<file path="src/rtl/res_arb_pkg.sv">
// Shared definitions for the result-memory port arbiter: memory geometry,
// requester identifiers and the arbiter state encoding.
package res_arb_pkg;

    localparam int ADDR_W = 14;  // {row[6:0], col[6:0]}
    localparam int DATA_W = 8;

    localparam int REQ_FWD  = 0;
    localparam int REQ_BWD  = 1;
    localparam int REQ_HOST = 2;

    typedef enum logic {
        ARB    = 1'b0,
        LOCKED = 1'b1
    } arb_state_t;

endpackage

</file>
<file path="src/rtl/res_arb_rr_pick.sv">
// Combinational rotating-priority picker: starting at ptr and wrapping
// modulo N, returns the first asserted request as a one-hot grant plus its
// binary index. Also used by the host-side scheduler.
module res_arb_rr_pick #(
    parameter int N  = 3,
    parameter int IW = (N > 1) ? $clog2(N) : 1
) (
    input  logic [N-1:0]  req,
    input  logic [IW-1:0] ptr,
    output logic [N-1:0]  grant,
    output logic [IW-1:0] idx,
    output logic          any
);

    // Scan N candidates upward from ptr; the first hit wins.
    always_comb begin
        int cand;
        grant = '0;
        idx   = '0;
        any   = 1'b0;
        cand  = 0;
        for (int k = 0; k < N; k++) begin
            cand = int'(ptr) + k;
            if (cand >= N) begin
                cand = cand - N;
            end
            if (!any && req[cand]) begin
                grant[cand] = 1'b1;
                idx         = IW'(cand);
                any         = 1'b1;
            end
        end
    end

endmodule

</file>
<file path="src/rtl/res_port_arbiter.sv">
// Result-memory port arbiter: shares one res_rd/res_wr/res_addr/res_do/res_di
// port between the forward engine, backward engine and host read-out.
// One access per cycle, round-robin arbitration, optional lock so a
// read/modify/write sequence from one engine is never interleaved.
// Build option: RES_ARB_FIXED_PRIO_EN ties the pointer to 0 (fixed priority,
// index 0 highest); locking is unaffected.
module res_port_arbiter #(
    parameter int NUM_REQ  = 3,
    parameter int ADDR_W   = res_arb_pkg::ADDR_W,
    parameter int DATA_W   = res_arb_pkg::DATA_W,
    parameter int READ_LAT = 1
) (
    input  logic                      clk,
    input  logic                      reset,
    input  logic [NUM_REQ-1:0]        req_valid,
    input  logic [NUM_REQ-1:0]        req_we,
    input  logic [NUM_REQ-1:0]        req_lock,
    input  logic [NUM_REQ*ADDR_W-1:0] req_addr,
    input  logic [NUM_REQ*DATA_W-1:0] req_wdata,
    output logic [NUM_REQ-1:0]        req_ready,
    output logic [NUM_REQ-1:0]        rsp_valid,
    output logic [DATA_W-1:0]         rsp_data,
    output logic                      res_rd,
    output logic                      res_wr,
    output logic [ADDR_W-1:0]         res_addr,
    output logic [DATA_W-1:0]         res_do,
    input  logic [DATA_W-1:0]         res_di
);

    import res_arb_pkg::*;

    localparam int IW = (NUM_REQ > 1) ? $clog2(NUM_REQ) : 1;

    arb_state_t    state, state_nx;
    logic [IW-1:0] owner, owner_nx;
    logic [IW-1:0] ptr, ptr_nx;

    logic [NUM_REQ-1:0] pick_grant;
    logic [IW-1:0]      pick_idx;
    logic               pick_any;

    logic [IW-1:0] acc_idx;
    logic          acc;

    // Read-return tracking: one stage per cycle of memory latency.
    logic [READ_LAT-1:0] vld_p;
    logic [IW-1:0]       own_p [READ_LAT];

    function automatic logic [IW-1:0] next_idx(input logic [IW-1:0] i);
        if (int'(i) >= NUM_REQ - 1) begin
            return '0;
        end
        return i + 1'b1;
    endfunction

    res_arb_rr_pick #(
        .N  (NUM_REQ),
        .IW (IW)
    ) u_pick (
        .req   (req_valid),
        .ptr   (ptr),
        .grant (pick_grant),
        .idx   (pick_idx),
        .any   (pick_any)
    );

    // Grant: rotating pick in ARB, owner only while LOCKED, nothing in reset.
    always_comb begin
        req_ready = '0;
        acc_idx   = pick_idx;
        if (state == LOCKED) begin
            acc_idx          = owner;
            req_ready[owner] = req_valid[owner];
        end else if (pick_any) begin
            req_ready = pick_grant;
        end
        if (reset) begin
            req_ready = '0;
        end
    end

    assign acc = |(req_valid & req_ready);

    // Next state, lock owner and round-robin pointer.
    always_comb begin
        state_nx = state;
        owner_nx = owner;
        ptr_nx   = ptr;
        case (state)
            ARB: begin
                if (acc) begin
                    if (req_lock[acc_idx]) begin
                        state_nx = LOCKED;
                        owner_nx = acc_idx;
                    end else begin
                        ptr_nx = next_idx(acc_idx);
                    end
                end
            end
            LOCKED: begin
                // Owner idle, or its last access of the sequence drops the lock.
                if (!req_valid[owner] || !req_lock[owner]) begin
                    state_nx = ARB;
                    ptr_nx   = next_idx(owner);
                end
            end
            default: state_nx = ARB;
        endcase
`ifdef RES_ARB_FIXED_PRIO_EN
        ptr_nx = '0;
`endif
    end

    // State register.
    always_ff @(posedge clk) begin
        if (reset) begin
            state <= ARB;
            owner <= '0;
            ptr   <= IW'(REQ_FWD);
        end else begin
            state <= state_nx;
            owner <= owner_nx;
            ptr   <= ptr_nx;
        end
    end

    // Stage p0: register the accepted access onto the memory pins.
    always_ff @(posedge clk) begin
        if (reset) begin
            res_rd   <= 1'b0;
            res_wr   <= 1'b0;
            res_addr <= '0;
            res_do   <= '0;
        end else begin
            res_rd <= acc && !req_we[acc_idx];
            res_wr <= acc && req_we[acc_idx];
            if (acc) begin
                res_addr <= req_addr[acc_idx*ADDR_W +: ADDR_W];
                res_do   <= req_wdata[acc_idx*DATA_W +: DATA_W];
            end
        end
    end

    // Stages p0..p(READ_LAT-1): carry read owner ids alongside the memory latency;
    // final stage captures res_di and raises the owner's rsp_valid.
    always_ff @(posedge clk) begin
        if (reset) begin
            vld_p     <= '0;
            rsp_valid <= '0;
            rsp_data  <= '0;
            for (int k = 0; k < READ_LAT; k++) begin
                own_p[k] <= '0;
            end
        end else begin
            vld_p[0] <= acc && !req_we[acc_idx];
            own_p[0] <= acc_idx;
            for (int k = 1; k < READ_LAT; k++) begin
                vld_p[k] <= vld_p[k-1];
                own_p[k] <= own_p[k-1];
            end
            for (int i = 0; i < NUM_REQ; i++) begin
                rsp_valid[i] <= vld_p[READ_LAT-1] && (int'(own_p[READ_LAT-1]) == i);
            end
            rsp_data <= vld_p[READ_LAT-1] ? res_di : '0;
        end
    end

endmodule

</file>
<file path="config.mk">
export PLATFORM = sky130hd
export DESIGN_NAME = res_port_arbiter
export DESIGN_NICKNAME = d
export VERILOG_FILES = /design/src/rtl/res_arb_pkg.sv /design/src/rtl/res_arb_rr_pick.sv /design/src/rtl/res_port_arbiter.sv
export SDC_FILE = /design/constraint.sdc
export NUM_CORES = 1
export LEC_CHECK = 0
export ABC_AREA = 1
export CAP_MARGIN = 10
export CORE_AREA = 4 4 79 81
export DETAILED_ROUTE_END_ITERATION = 8
export DIE_AREA = 0 0 83 85
export PLACE_DENSITY_LB_ADDON = 0.05
export SYNTH_ARGS = -nofsm -noshare
export SYNTH_HDL_FRONTEND = slang
export SYNTH_SLANG_ARGS = --single-unit
</file>
<file path="constraint.sdc">
create_clock -name clk -period 4.1 [get_ports clk]
set_clock_uncertainty 0.05 [all_clocks]
set_input_delay 0.82 -clock clk [delete_from_list [all_inputs] [get_ports clk]]
set_output_delay 0.82 -clock clk [all_outputs]
set_load 0.05 [all_outputs]
</file>
==> results of run 1 <==
[flip-flops by register name, summed over array words and instances (netlist names)]
name,flops
res_do,8
own_p,2
rsp_data,8
state,1
rsp_valid,3
owner,2
ptr,2
res_wr,1
vld_p,1
res_addr,14
[cells in the mapped netlist]
master and number:
nand2_1 124, nor2_1 49, nand3_1 43, dfxtp_1 42, inv_1 28, o21ai_0 16, nand4_1 10, a21oi_1 6
buf_2 5, nand2_2 5, a21oi_2 4, clkbuf_1 4, ha_1 4, nand3_2 4, buf_4 3, inv_2 3
nor3_1 3, buf_6 2, clkinv_2 2, nand2_4 2, o21ai_1 2, a31oi_1 1, nand3b_1 1, nor2_4 1
[kinds of logic (layout without fill, tap and decap cells)]
| logic type | Yosys count | in the layout | synth area share |
|---|---|---|---|
| compound gates | 29 | 29 | 0.06962 |
| fa+ha+maj | 4 | 4 | 0.02159 |
| buf+inv | 47 | 165 | 0.09120 |
| flops | 42 | 42 | 0.3627 |
| simple gates | 242 | 242 | 0.4549 |
[final cells by class]
class                   count  area [um2]  area share
clock buffers               5       68.82     0.01885
well taps                  72       90.09     0.02467
inverters                  33       126.4     0.03461
multi-input cells         275        1266      0.3468
clock inverters             3       25.02    0.006854
flip-flops and latches     42       840.8      0.2303
repair buffers            124        1234      0.3379
[routing by layer]
layer | track usage | part of all wire | vias up
met5 | 0 | 0 | -
li1 | - | - | 1390
met1 | 0.2090 | 0.40 | 1143
met3 | 0.07087 | 0.093 | 17
met2 | 0.3397 | 0.48 | 114
met4 | 0.05201 | 0.019 | 0
[power breakdown]
part | internal, W | switching, W
Clock | 0.000123 | 0.000150
Combinational | 0.000788 | 0.00169
Sequential | 0.000542 | 0.0000704
[worst paths after layout]
check / end / slack [ps] / depth (start not counted)
worst max-delay path: req_ready[1] / 280 / 11
worst min-delay path: rsp_valid[0]$_SDFF_PP0_ / 380 / 1
worst max register to register: res_do[6]$_SDFFE_PP0P_ / 1500 / 13
worst min register to register: rsp_valid[0]$_SDFF_PP0_ / 380 / 1
[worst max-delay path: stages]
cell and delay (ps):
clkdlybuf4s50_1 530, nand2_1 120, nand2_1 120, nand2_4 140
nand2_1 80, nand2_1 60, inv_1 40, nand3_1 110
nand2_1 60, nor2_1 80, clkdlybuf4s50_1 800
[stage by stage]
stage	worst slack [ps]	area, um2	instances	total power [W]
finish	278.2	3651	554	0.003361
global route	119.4	3651	554	0.003666
CTS	278.2	3651	554	0.003399
detailed placement	282.4	3557	546	0.003106
global placement	330.7	3557	546	0.003085
floorplan	1180	2318	364	0.002553
==> summary.txt, run 1 <==
pin count of the biggest net entering global routing -> 26
Sink Count -> 42
H-tree depth -> 2
power per cell area -> 920.6 nW/um2
Hold Startpoint -> own_p[0][0]$_SDFF_PP0_
Post-Route Utilization -> 0.6671
Ys Warns -> 0
fillers -> 519
Netlist cell types -> 24
Hold Slack -> 379.1 ps
drt total wl -> 6957 um
Clock Root Buffer -> clkbuf_8
RSZ-0062 raised after global routing -> no
vias in the first global route -> 2422
top-area cell type share of the netlist area -> 0.3627
Resized Gates After CTS -> 0
cts bufs inserted -> 5
n_diodes -> 0
critical path type -> in -> out
CTS Buffer Depth -> 2
Die H -> 85 um
first-pass GRT wire length -> 11060 um
most frequent cells in the layout -> nand2_1 (124), clkdlybuf4s50_1 (121), nor2_1 (49)
Overflow after GRT -> 0
status -> finished clean
Max-Cap Viols -> 0
Area Overhead vs Synth -> 57.47%
post-synth net total -> 453
reg-to-reg startpoint -> ptr[0]$_SDFFE_PP0P_
IO buf count -> 122
Avg Inst Size Synth -> 6.369 um2
Peak VDD IR -> 0.5745 mV
Startpoint Class -> primary input
Starting Density -> 0.4236
final setup TNS -> 0 ps
DR WL/cell -> 12.56 um
Slew Limit Fails -> 0
cells after synthesis -> 364
Final HPWL DP -> 5322 um
crit end category -> output pin
final hold vios -> 0
crit path launch -> req_valid[2]
CTS clk-pin slew, worst paths -> 90 ps
commonest non-fill, non-tap cell in the layout -> nand2_1
GRT Total Usage -> 0.1889
Syn Std Cell Area -> 2318 um2
Crit path required time -> 3230 ps
First DRT Iteration DRCs -> 72
post-DR vias/cell -> 4.809
vias -> 2664
crit share post-route -> 0.9321
Clock Latency Late Sink -> 290 ps
FP Rows -> 27
routability cong. -> 0.8022
FF+latch count, synth -> 42
final setup violation count -> 0
core footprint -> 5473 um2
share of cells above drive strength 1 -> 0.06639
synth top area cells -> dfxtp_1 (36%), nand2_1 (20%), nand3_1 (9.3%)
cts-stage hold buffer count -> 0
DRC violations left -> 0
Net count, final -> 570
Max-slew headroom -> 0.6261
TritonRoute pass-1 iters -> 5
io pins -> 123
HP Class -> reg -> reg
Chip Width -> 83 um
FMAX -> 261.7 MHz
sequential-to-total area share from yosys stat -> 0.3627
Worst Path Arrival -> 2950 ps
min cycle time layout -> 3822 ps
initial antenna violation count -> 0
Static Leak -> 1.585 nW
CTS tree -> done
die area -> 7055 um2
post-route ant nets -> 0
leading area contributor after synthesis -> dfxtp_1
CP max FO -> 9
setup bufs post-CTS -> 0
slew at the pin with the worst max-slew slack -> 560.2 ps
(Power assumes the default switching activity.)
==> inputs of run 2 (changes only) <==
- CORE_AREA: 4 4 79 81 -> 10 10 85 87
- DIE_AREA: 0 0 83 85 -> 0 0 95 97
- PLACE_DENSITY: default -> 0.86
- PLACE_DENSITY_LB_ADDON: 0.05 -> default
- RECOVER_POWER: default -> 50
==> run 2 against run 1 <==
  * Count of clock-buffer cells in the layout unchanged
  * Maximum frequency shrank 2.5%
  * Flip-flop and latch count unchanged
  * Worst setup slack worse by 99 ps
  * Die area is 31% higher
  * Highest routed layer unchanged
==> summary.txt, run 2 (synthesis results as in run 1) <==
Hold Startpoint -> own_p[0][0]$_SDFF_PP0_
DRC violations left -> 0 (unchanged)
n_diodes -> 0 (unchanged)
drt total wl -> 8091 um (+16%)
Design Power -> 0.003316 W (-1.3%)
final setup violation count -> 0 (unchanged)
RSZ-0062 raised after global routing -> no
fillers -> 509 (-1.9%)
Area Overhead vs Synth -> 56.88%
placed cell area -> 3555 um2 (about the same)
Net count, final -> 570 (unchanged)
CP max FO -> 9 (unchanged)
H-tree depth -> 2 (unchanged)
Multi-input gate area -> 1259 um2 (-0.59%)
crit end category -> output pin
CTS Buffer Depth -> 2 (unchanged)
cell count after placement -> 546 (unchanged)
CTS clk-pin slew, worst paths -> 90 ps (about the same)
power per cell area -> 911.7 nW/um2 (-0.98%)
final setup TNS -> 0 ps (unchanged)
critical path type -> in -> out
Clock Root Buffer -> clkbuf_8
Max-Cap Viols -> 0 (unchanged)
crit share post-route -> 0.9562 (+0.02405)
Static Leak -> 1.684 nW (+6.3%)
cts-stage hold buffer count -> 0 (unchanged)
initial antenna violation count -> 0 (unchanged)
final hold vios -> 0 (unchanged)
fin area -> 3637 um2 (-0.38%)
HP Class -> reg -> reg
Post-Route Utilization -> 0.6646 (-0.002515)
Slew Limit Fails -> 0 (unchanged)
cts bufs inserted -> 5 (unchanged)
status -> finished clean
Resized Gates After CTS -> 0 (unchanged)
share of cells above drive strength 1 -> 0.06432 (-0.002075)
most frequent cells in the layout -> nand2_1 (125), clkdlybuf4s50_1 (83), nor2_1 (49)
Startpoint Class -> primary input
post-DR vias/cell -> 4.910 (+2.1%)
Final HPWL DP -> 6381 um (+20%)
setup bufs post-CTS -> 0 (unchanged)
First DRT Iteration DRCs -> 148 (+110%)
reg-to-reg startpoint -> ptr[0]$_SDFFE_PP0P_
die area -> 9215 um2 (+31%)
cells on worst reg2reg path -> 13 (unchanged)
slew at the pin with the worst max-slew slack -> 828.7 ps (+268.5 ps)
IO buf count -> 122 (unchanged)
post-route ant nets -> 0 (unchanged)
first-pass GRT wire length -> 12820 um (+16%)
Hold EP -> rsp_valid[0]$_SDFF_PP0_
FMAX -> 255.1 MHz (-2.5%)
routability cong. -> 0.8404 (+4.8%)
core footprint -> 5473 um2 (unchanged)
WHS Path Cells -> 1 (unchanged)
DR WL/cell -> 14.60 um (+16%)
GRT Total Usage -> 0.1714 (-0.01756)
vias -> 2720 (+2.1%)
io pins -> 123 (unchanged)
Starting Density -> 0.4236 (unchanged)
Sink Count -> 42 (unchanged)
Max-slew headroom -> 0.4475 (-0.1786)
commonest non-fill, non-tap cell in the layout -> nand2_1
number of flip-flops under the largest register name -> 14 (unchanged)
Worst Path Arrival -> 3050 ps (+100 ps)
Clock Latency Late Sink -> 310 ps (+20 ps)
most flop-heavy register -> res_addr
TritonRoute pass-1 iters -> 4 (-1)
CTS tree -> done
Largest regs -> res_addr (14), res_do (8), rsp_data (8)
reg2reg setup slack -> 1390 ps (-110 ps)
fin cells -> 554 (unchanged)
min cycle time layout -> 3920 ps (+98.61 ps)
Crit path required time -> 3230 ps (about the same)
Crit Reg-Reg Endpoint -> res_addr[8]$_SDFFE_PP0P_
register area -> 840.8 um2 (unchanged)
Chip Width -> 95 um (+14%)
FP Rows -> 27 (unchanged)
Peak VDD IR -> 0.5340 mV (-7.1%)
vias in the first global route -> 2629 (+8.5%)
pin count of the biggest net entering global routing -> 26 (unchanged)
Overflow after GRT -> 0 (unchanged)
Die H -> 97 um (+14%)
-- run 2: cell types whose count changed in the layout (fill, tap and decap cells not counted), sizes merged --
cell | previous run | this run
clkdlybuf4s50 | 121 | 83
dlygate4sd3 | 0 | 37
clkbuf | 5 | 6
-- run 2: how the worst max path moves through the flow --
stage | start | endpoint | cells past startpoint
floorplan | req_valid[0] | req_ready[2] | 7
global placement | req_valid[2] | req_ready[1] | 11
detailed placement | req_valid[2] | req_ready[1] | 11
CTS | req_valid[2] | req_ready[1] | 11
global route | req_valid[2] | req_ready[1] | 11
finish | req_valid[2] | req_ready[1] | 11
-- run 2: area by class of cell --
cell class                 count  area share
tap                           72     0.02477
clock inverter                 3    0.006880
clock buffer                   5     0.01892
inverter                      33     0.03474
timing repair buffer         124      0.3375
multi-input combinational    275      0.3461
sequential                    42      0.2312
-- run 2: per-stage QoR --
step	hold slack [ps]	setup slack, ps
2_1_floorplan	349.1	1180
3_3_place_gp	362.2	370.4
3_5_place_dp	371.9	294.9
4_1_cts	381.6	291.1
5_1_grt	395.5	80.39
6_report	378.5	179.6
-- run 2: per-layer routing --
metal | routed length [um] | share of wire | vias to the layer above | track usage
met5 | 0 | 0 | - | 0
met4 | 160 | 0.020 | 0 | 0.05149
met3 | 623 | 0.077 | 16 | 0.06322
met2 | 4298 | 0.53 | 84 | 0.3125
met1 | 3009 | 0.37 | 1234 | 0.1736
li1 | - | - | 1386 | -
-- run 2: worst max-delay path: stages --
cell,delay [ps]
dlygate4sd3_1,650
nand2_1,110
nand2_1,110
nand2_4,140
nand2_1,80
nand2_1,60
inv_1,30
nand3_1,100
nand2_1,70
nor2_1,80
clkdlybuf4s50_1,800
-- run 2: where the power goes --
group          internal [W]  switching [W]  total (W)
combinational      0.000743        0.00168    0.00242
clock              0.000123       0.000160   0.000283
sequential         0.000542      0.0000674   0.000609
